$ cat src/rtl/alu_add_seq.sv
// alu_add_seq: multi-precision unsigned add sequencer built on one shared 8-bit adder.
// The adder processes one byte per cycle, starting with the least significant byte.
// The adder has no carry input, so a byte that receives a carry takes an extra
// increment (INC) pass.
// Optional feature: define ALU_ADD_SEQ_CARRYIN_EN to add the cin port.
module alu_add_seq #(
    parameter int unsigned NBYTES = 4
) (
    input  logic                  clk,
    input  logic                  rst,
    input  logic                  in_valid,
    output logic                  in_ready,
    input  logic [8*NBYTES-1:0]   a,
    input  logic [8*NBYTES-1:0]   b,
`ifdef ALU_ADD_SEQ_CARRYIN_EN
    input  logic                  cin,
`endif
    output logic                  busy,
    output logic                  out_valid,
    input  logic                  out_ready,
    output logic [8*NBYTES-1:0]   sum,
    output logic                  cout
);

    localparam int unsigned IdxW = (NBYTES > 1) ? $clog2(NBYTES) : 1;
    localparam logic [IdxW-1:0] LastIdx = IdxW'(NBYTES - 1);

    typedef enum logic [1:0] {StIdle, StAdd, StInc, StDone} state_e;

    state_e                  state_q, state_d;
    logic [NBYTES-1:0][7:0]  ra_q, ra_d;
    logic [NBYTES-1:0][7:0]  rb_q, rb_d;
    logic [NBYTES-1:0][7:0]  sum_q, sum_d;
    logic [IdxW-1:0]         idx_q, idx_d;
    logic                    carry_q, carry_d;
    logic                    c1_q, c1_d;
    logic                    cout_q, cout_d;

    logic [7:0]              op_x, op_y;
    logic [8:0]              add_res;
    logic                    carry_new;
    logic                    advance;
    logic                    cin_int;

`ifdef ALU_ADD_SEQ_CARRYIN_EN
    assign cin_int = cin;
`else
    assign cin_int = 1'b0;
`endif

    // Shared 8-bit adder: operands come from the operand registers in ADD and from the
    // partial result plus one in INC.
    always_comb begin
        op_x = ra_q[idx_q];
        op_y = rb_q[idx_q];
        if (state_q == StInc) begin
            op_x = sum_q[idx_q];
            op_y = 8'h01;
        end
        add_res = {1'b0, op_x} + {1'b0, op_y};
    end

    // Next-state logic: sequencing, byte writes, and carry tracking.
    always_comb begin
        state_d   = state_q;
        ra_d      = ra_q;
        rb_d      = rb_q;
        sum_d     = sum_q;
        idx_d     = idx_q;
        carry_d   = carry_q;
        c1_d      = c1_q;
        cout_d    = cout_q;
        carry_new = 1'b0;
        advance   = 1'b0;

        unique case (state_q)
            StIdle: begin
                if (in_valid) begin
                    ra_d    = a;
                    rb_d    = b;
                    idx_d   = '0;
                    carry_d = cin_int;
                    state_d = StAdd;
                end
            end
            StAdd: begin
                sum_d[idx_q] = add_res[7:0];
                c1_d         = add_res[8];
                if (carry_q) begin
                    state_d = StInc;
                end else begin
                    carry_new = add_res[8];
                    advance   = 1'b1;
                end
            end
            StInc: begin
                sum_d[idx_q] = add_res[7:0];
                // The ADD pass overflow and the increment overflow are mutually exclusive.
                carry_new    = c1_q | add_res[8];
                advance      = 1'b1;
            end
            StDone: begin
                if (out_ready) begin
                    state_d = StIdle;
                end
            end
            default: state_d = StIdle;
        endcase

        if (advance) begin
            carry_d = carry_new;
            if (idx_q == LastIdx) begin
                cout_d  = carry_new;
                state_d = StDone;
            end else begin
                idx_d   = idx_q + 1'b1;
                state_d = StAdd;
            end
        end
    end

    // State registers with synchronous reset; a reset aborts any operation in flight.
    always_ff @(posedge clk) begin
        if (rst) begin
            state_q <= StIdle;
            ra_q    <= '0;
            rb_q    <= '0;
            sum_q   <= '0;
            idx_q   <= '0;
            carry_q <= 1'b0;
            c1_q    <= 1'b0;
            cout_q  <= 1'b0;
        end else begin
            state_q <= state_d;
            ra_q    <= ra_d;
            rb_q    <= rb_d;
            sum_q   <= sum_d;
            idx_q   <= idx_d;
            carry_q <= carry_d;
            c1_q    <= c1_d;
            cout_q  <= cout_d;
        end
    end

    assign in_ready  = (state_q == StIdle);
    assign busy      = (state_q == StAdd) || (state_q == StInc);
    assign out_valid = (state_q == StDone);
    assign sum       = sum_q;
    assign cout      = cout_q;

endmodule

$ cat config.mk
export PLATFORM = sky130hd
export DESIGN_NAME = alu_add_seq
export DESIGN_NICKNAME = d
export VERILOG_FILES = /design/src/rtl/alu_add_seq.sv
export SDC_FILE = /design/constraint.sdc
export NUM_CORES = 1
export LEC_CHECK = 0
export BUFFER_PORTS_ARGS = -buffer_cell sky130_fd_sc_hd__buf_2
export CAP_MARGIN = 20
export CORE_MARGIN = 4
export CORE_UTILIZATION = 45
export CTS_BUF_LIST = sky130_fd_sc_hd__clkbuf_8
export CTS_CLUSTER_SIZE = 8
export DETAILED_ROUTE_END_ITERATION = 6
export PLACE_DENSITY_LB_ADDON = 0.15
export SETUP_SLACK_MARGIN = 0.3
export SKIP_LAST_GASP = 1
export SYNTH_ARGS = -nofsm -noshare
export SYNTH_HDL_FRONTEND = slang
export SYNTH_SLANG_ARGS = --single-unit
$ cat constraint.sdc
create_clock -name clk -period 3.1 [get_ports clk]
set_clock_uncertainty 0.1 [all_clocks]
set_input_delay 0 -clock clk [delete_from_list [all_inputs] [get_ports clk]]
set_output_delay 0 -clock clk [all_outputs]
set_load 0.02 [all_outputs]
; Yosys cells after proc, flatten, opt, wreduce, memory -nomap -nowiden
; Cells that the tools add are included.
[totals]
ff_bits = 103
latch_bits = 0
mem_bits_rw = 0
mem_bits_ro = 0
in_bits = 68
output_inout_bits = 36
wordCells = 68
mem_count = 0
[op_classes]
n_addsub = 2
multipliers = 0
div = 0
order_cmp = 2
n_eq_ne = 7
shift = 0
n_mux = 28
n_bitwise = 1
reduce_logical = 11
[ops]
columns = op, n
row1 = binary-select mux 8 bit (select 2 bit), 3
row2 = two-way mux 8 bit, 6
row3 = bitwise mux 32 bit, 1
row4 = two-way mux 2 bit, 9
row5 = demux 8 bit (select 2 bit), 1
row6 = adder 8 x 8 -> 9 bit, 1
row7 = == test 2 bit (second input constant), 3
row8 = case mux 2 bit (3 select lines), 1
row9 = AND reduction 2 bit, 3
row10 = two-way mux 1 bit, 5
row11 = case mux 1 bit (2 select lines), 2
row12 = AND reduction 4 bit, 1
row13 = nonzero test 2 bit, 2
row14 = nonzero test 4 bit, 1
row15 = < comparator 2 x 3 -> 1 bit (second input constant), 1
row16 = != test 3 x 1 -> 1 bit (second input constant), 1
row17 = != test 3 x 2 -> 1 bit (second input constant), 1
row18 = != test 3 bit (second input constant), 1
row19 = adder 2 x 1 -> 2 bit (second input constant), 1
row20 = == test 2 x 1 -> 1 bit (second input constant), 1
row21 = >= comparator 2 x 1 -> 1 bit (second input constant), 1
row22 = zero test 2 bit, 1
row23 = OR reduction 2 bit, 1
row24 = logical AND 1 bit, 1
row25 = 2 further kinds, 2

; Depth between registers and ports, before layout
[depth]
depth_word = 7
ltp_mapped = 12

; Worst setup path after synthesis
; No wires, ideal clock.
[synth_path]
path_kind = register to register
from = register idx_q[0]
to = register carry_q
setup_time_ns = 0.139
arrival_time_ns = 3.138
required_time_ns = 2.861
slack_ns = -0.276
stages_incl_launch_ff = 12
synth_period_minus_slack_ns = 3.376
path_cell_list = dfxtp_1 buf_4 buf_4 mux4_2 mux2_2 ha_1 fa_1 a211oi_2 nor2_1 or4_1 a31oi_2 a221oi_1
[synth_between]
elab_chain_len = 7
[synth_lines]
columns = item, line_no
row1 = start: declaration, 34  ; logic [IdxW-1:0] idx_q, idx_d;
row2 = start signal: assignment, 138  ; idx_q <= idx_d;
row3 = "binary-select mux 8 bit (select 2 bit), on equally long branches", "54, 55, 57"
row4 = "two-way mux 8 bit, on equally long branches", "54, 55, 57"
row5 = two-way mux 8 bit, 56  ; if (state_q == StInc) begin
row6 = adder 8 x 8 -> 9 bit *, 60  ; add_res = {1'b0, op_x} + {1'b0, op_y};
row7 = bitwise OR 1 bit or two-way mux 1 bit (tied branches), "99, 89"
row8 = case mux 1 bit (2 select lines) *, 76  ; unique case (state_q)
row9 = two-way mux 1 bit *, 110  ; if (advance) begin
row10 = end signal: assignment, 139  ; carry_q <= carry_d;
row11 = end: declaration, 35  ; logic carry_q, carry_d;
; Every way passes the cells marked *; elsewhere a longest branch is shown, timed or not. The select of a mux whose other input is x is not followed.
; A chain may end at the register's enable or synchronous reset.

; Worst setup path after layout
; Ends and elaborated chain as after synthesis.

==> key figures <==
Floorplan
  • Area of the core: 0.0105 mm2
  • Width of the die: 112 um
  • Initial Utilization: 0.468
  • Die ar.: about 0.013 mm2
  • Ports: ~100
  • Row count: 37
  • Chip height: approximately 110 um

Route
  • WL/cell: 15.8 um
  • Final ANT Viol Nets: 0
  • DRC marker count from the first detailed-route iteration: 351
  • Drt pass-1 iters: 5
  • Vias: 4560
  • Vias per cell: about 5.3
  • Routed Wire Length: 13.6 mm
  • DRC Markers: 0

Critical path
  • CP Data Required Time: ~3.2 ns
  • Maximum fanout along the worst path: 7
  • Startpoint types: flip-flop
  • Reg-to-Reg End: carry_q$_SDFFE_PP0P_
  • Crit path kind: flip-flop to flip-flop
  • Reg2reg start: idx_q[0]$_SDFF_PP0_
  • FF-to-FF path depth: 9
  • Crit path from: idx_q[0]$_SDFF_PP0_
  • Critical Path End Type: flip-flop
  • Reg-to-reg slack, setup: about 0.053 ns
  • Worst EP arrival: 3.16 ns

STA
  • Relative slew slack: 0.565
  • Worst Tran Pin Value: 0.652 ns
  • Final Hold Violating Endpoints: 0
  • RSZ-0062 raised after global routing: true
  • Period minus WS final: 3.05 ns
  • Final Slew Violations: 0
  • Max frequency: 0.328 GHz
  • Final setup viols: 0
  • Crit share post-route: 0.983

Place
  • DP HPWL: 9.43 mm
  • Placed inst area: 0.00557 mm2
  • Gpl congestion: around 0.87
  • Input/output buffers: 103

CTS
  • Skew-Pair Late Insertion Delay: between 0.3 and 0.4 ns
  • CTS root buf: clkbuf_8
  • CTS tree: built
  • H-tree levels: 3
  • CTS clk-pin slew, worst paths: 0.10 ns
  • CTS sink count: between 100 and 150
  • Maximum buffer depth of the clock tree: 2
  • Inserted Clock Buffers: 9

Status
  • Run status: complete, no violations

Synth
  • Multiplexer share of the synthesized area: 0.131
  • Synth Cell Area: 0.00489 mm2
  • Synth Area in Simple Gates: 0.199
  • Top cell type's share of synthesized area: 0.421
  • Synth Net Count: 651
  • Top area cells in the synthesized netlist: dfxtp_1 (42%), nand2_1 (14%), mux4_2 (11%), a21oi_1 (9.3%), ha_1 (4.3%)
  • Largest family of logic cells by synthesized area: simple AND/OR/NAND/NOR gates
  • Syn_area_per_cell: 8.66 um2
  • Library cells used by synthesis: 41
  • Area leader, netlist: dfxtp_1
  • Synthesis-stage register bit count: 103
  • Post-synth top flop: dfxtp_1
  • Post-Synth Adder-Cell Area: 0.0475
  • Post-synth ARST share: 0
  • Post-synthesis compound-gate area fraction: 0.154
  • Post-synth EDFFs: 0
  • Sequential cell area fraction in the yosys report: 0.421
  • Synth Area in XOR/XNOR: 0.00537
  • Synth warn: 0
  • Synthesized instance count: 565

Min path
  • Hold_sp: rst
  • Min-delay worst type: primary input to flip-flop
  • Hold endpoint: sum[4]$_SDFFE_PP0P_
  • Hold Crit Depth: 2

Layout
  • Commonest non-fill, non-tap cells in the layout: nand2_1 (176), dfxtp_1 (102), buf_2 (102)
  • Area delta synth->final: 32.3%
  • Number of antenna diodes: 0
  • Commonest non-fill, non-tap cell in the layout: nand2_1
  • Design area: around 0.0065 mm2
  • FILL cells: 926
  • Fraction of layout cells with a size suffix above 1: 0.267
  • # nets final: 804

Global routing
  • Total Routing Usage GR: 0.217
  • Largest net degree at the start of global routing: between 60 and 70
  • Grt ovf: 0
  • Vias in the first global route: 4411
  • Initial antenna violation count: 0
  • Global-route wire length before repair: 22.5 mm

Power
  • PwrDens: 639 mW/mm2
  • Maximum VDD drop: 0.000283 V
  • Total power: approximately 4.1 mW
  • Static Leakage: 2.67 nW

Run
  • Max Cap Viol: 0
-- worst max-delay path, stage by stage, from the launching register on --
cell and delay, ns:
dfxtp_4 0.42, mux4_2 0.51, mux2_4 0.29, ha_4 0.17, fa_2 0.40, a211oi_2 0.19, nor2_1 0.07, or4_4 0.43
a31oi_4 0.20, a221oi_1 0.10
-- where the power goes --
group          internal, mW  switching [mW]  total [mW]
clock                 0.326           0.483       0.809
sequential             1.52           0.135        1.65
combinational         0.720           0.956        1.68
-- logic make-up after synthesis --
| kind of cell | after synthesis |
|---|---|
| AO/OA/AOI/OAI | 127 |
| XOR/XNOR | 3 |
| adder cells (fa/ha/maj) | 18 |
| buffers and inverters | 50 |
| flip-flops | 103 |
| multiplexers | 33 |
| AND/OR/NAND/NOR | 231 |
-- flip-flops by register name (all words and copies together) (netlist names) --
signal,count
state_q,2
cout,1
ra_q,32
rb_q,32
idx_q,2
c1_q,1
carry_q,1
sum,32
-- through the flow --
step,hold slack (ns),worst slack (ns),setup TNS (ns),std cells,utilization
final,0.0752,0.0527,0,859,0.619
after global routing,0.0952,-0.0584,-0.385,859,0.619
after CTS,0.0508,0.0284,0,858,0.614
after detailed placement,0.146,0.00710,0,778,0.533
after floorplan,0.0360,-0.0607,-0.159,565,-
after global placement,0.142,0.0706,0,778,0.533
-- cell usage after synthesis, drive strengths merged (2+ instances only) --
| library cell | n |
|---|---|
| a21oi | 91 |
| nand2b | 3 |
| buf | 14 |
| mux4 | 24 |
| dfxtp | 103 |
| clkbuf | 31 |
| o31ai | 8 |
| a211o | 4 |
| nor2 | 13 |
| xnor2 | 2 |
| mux2 | 9 |
| ha | 17 |
| nand2 | 177 |
| nor3 | 4 |
| and2 | 5 |
| nor4 | 4 |
| nand3b | 8 |
| inv | 5 |
| a21o | 3 |
| o21ai | 6 |
| nor2b | 10 |
| a211oi | 8 |
| or3 | 3 |
-- layer usage --
layer,wire (um),GRT usage,vias to the layer above,part of all wire
met5,0,0,-,0
met4,149,0.0505,0,0.011
met3,863,0.0388,12,0.064
met2,6580,0.361,156,0.48
met1,5980,0.295,2141,0.44
li1,-,-,2251,-
-- worst max path at each step --
stage | endpoint | slack (ns) | cells past startpoint
floorplan | carry_q$_SDFFE_PP0P_ | -0.06 | 11
global placement | carry_q$_SDFFE_PP0P_ | 0.07 | 9
detailed placement | carry_q$_SDFFE_PP0P_ | 0.007 | 9
CTS | carry_q$_SDFFE_PP0P_ | 0.03 | 9
global route | cout$_SDFFE_PP0P_ | -0.06 | 9
finish | carry_q$_SDFFE_PP0P_ | 0.05 | 9
-- what timing repair did --
item | 4_1_cts | 5_1_grt
hold endpoints to repair | 64 | 0
setup endpoints to repair | 20 | 23
resized for setup | 6 | 8
setup buffers | 0 | 1
pin swaps | 2 | 2
hold buffers | 64 | 0
-- final cells by class --
cell class | count | area (um2) | area share
well taps | 136 | 170 | 0.0263
inverters | 5 | 18.8 | 0.00290
clock buffers | 10 | 138 | 0.0213
repair buffers | 187 | 1320 | 0.204
flip-flops and latches | 103 | 2070 | 0.319
multi-input cells | 412 | 2720 | 0.419
clock inverters | 6 | 48.8 | 0.00753
Power figures use the tool's default switching activity.
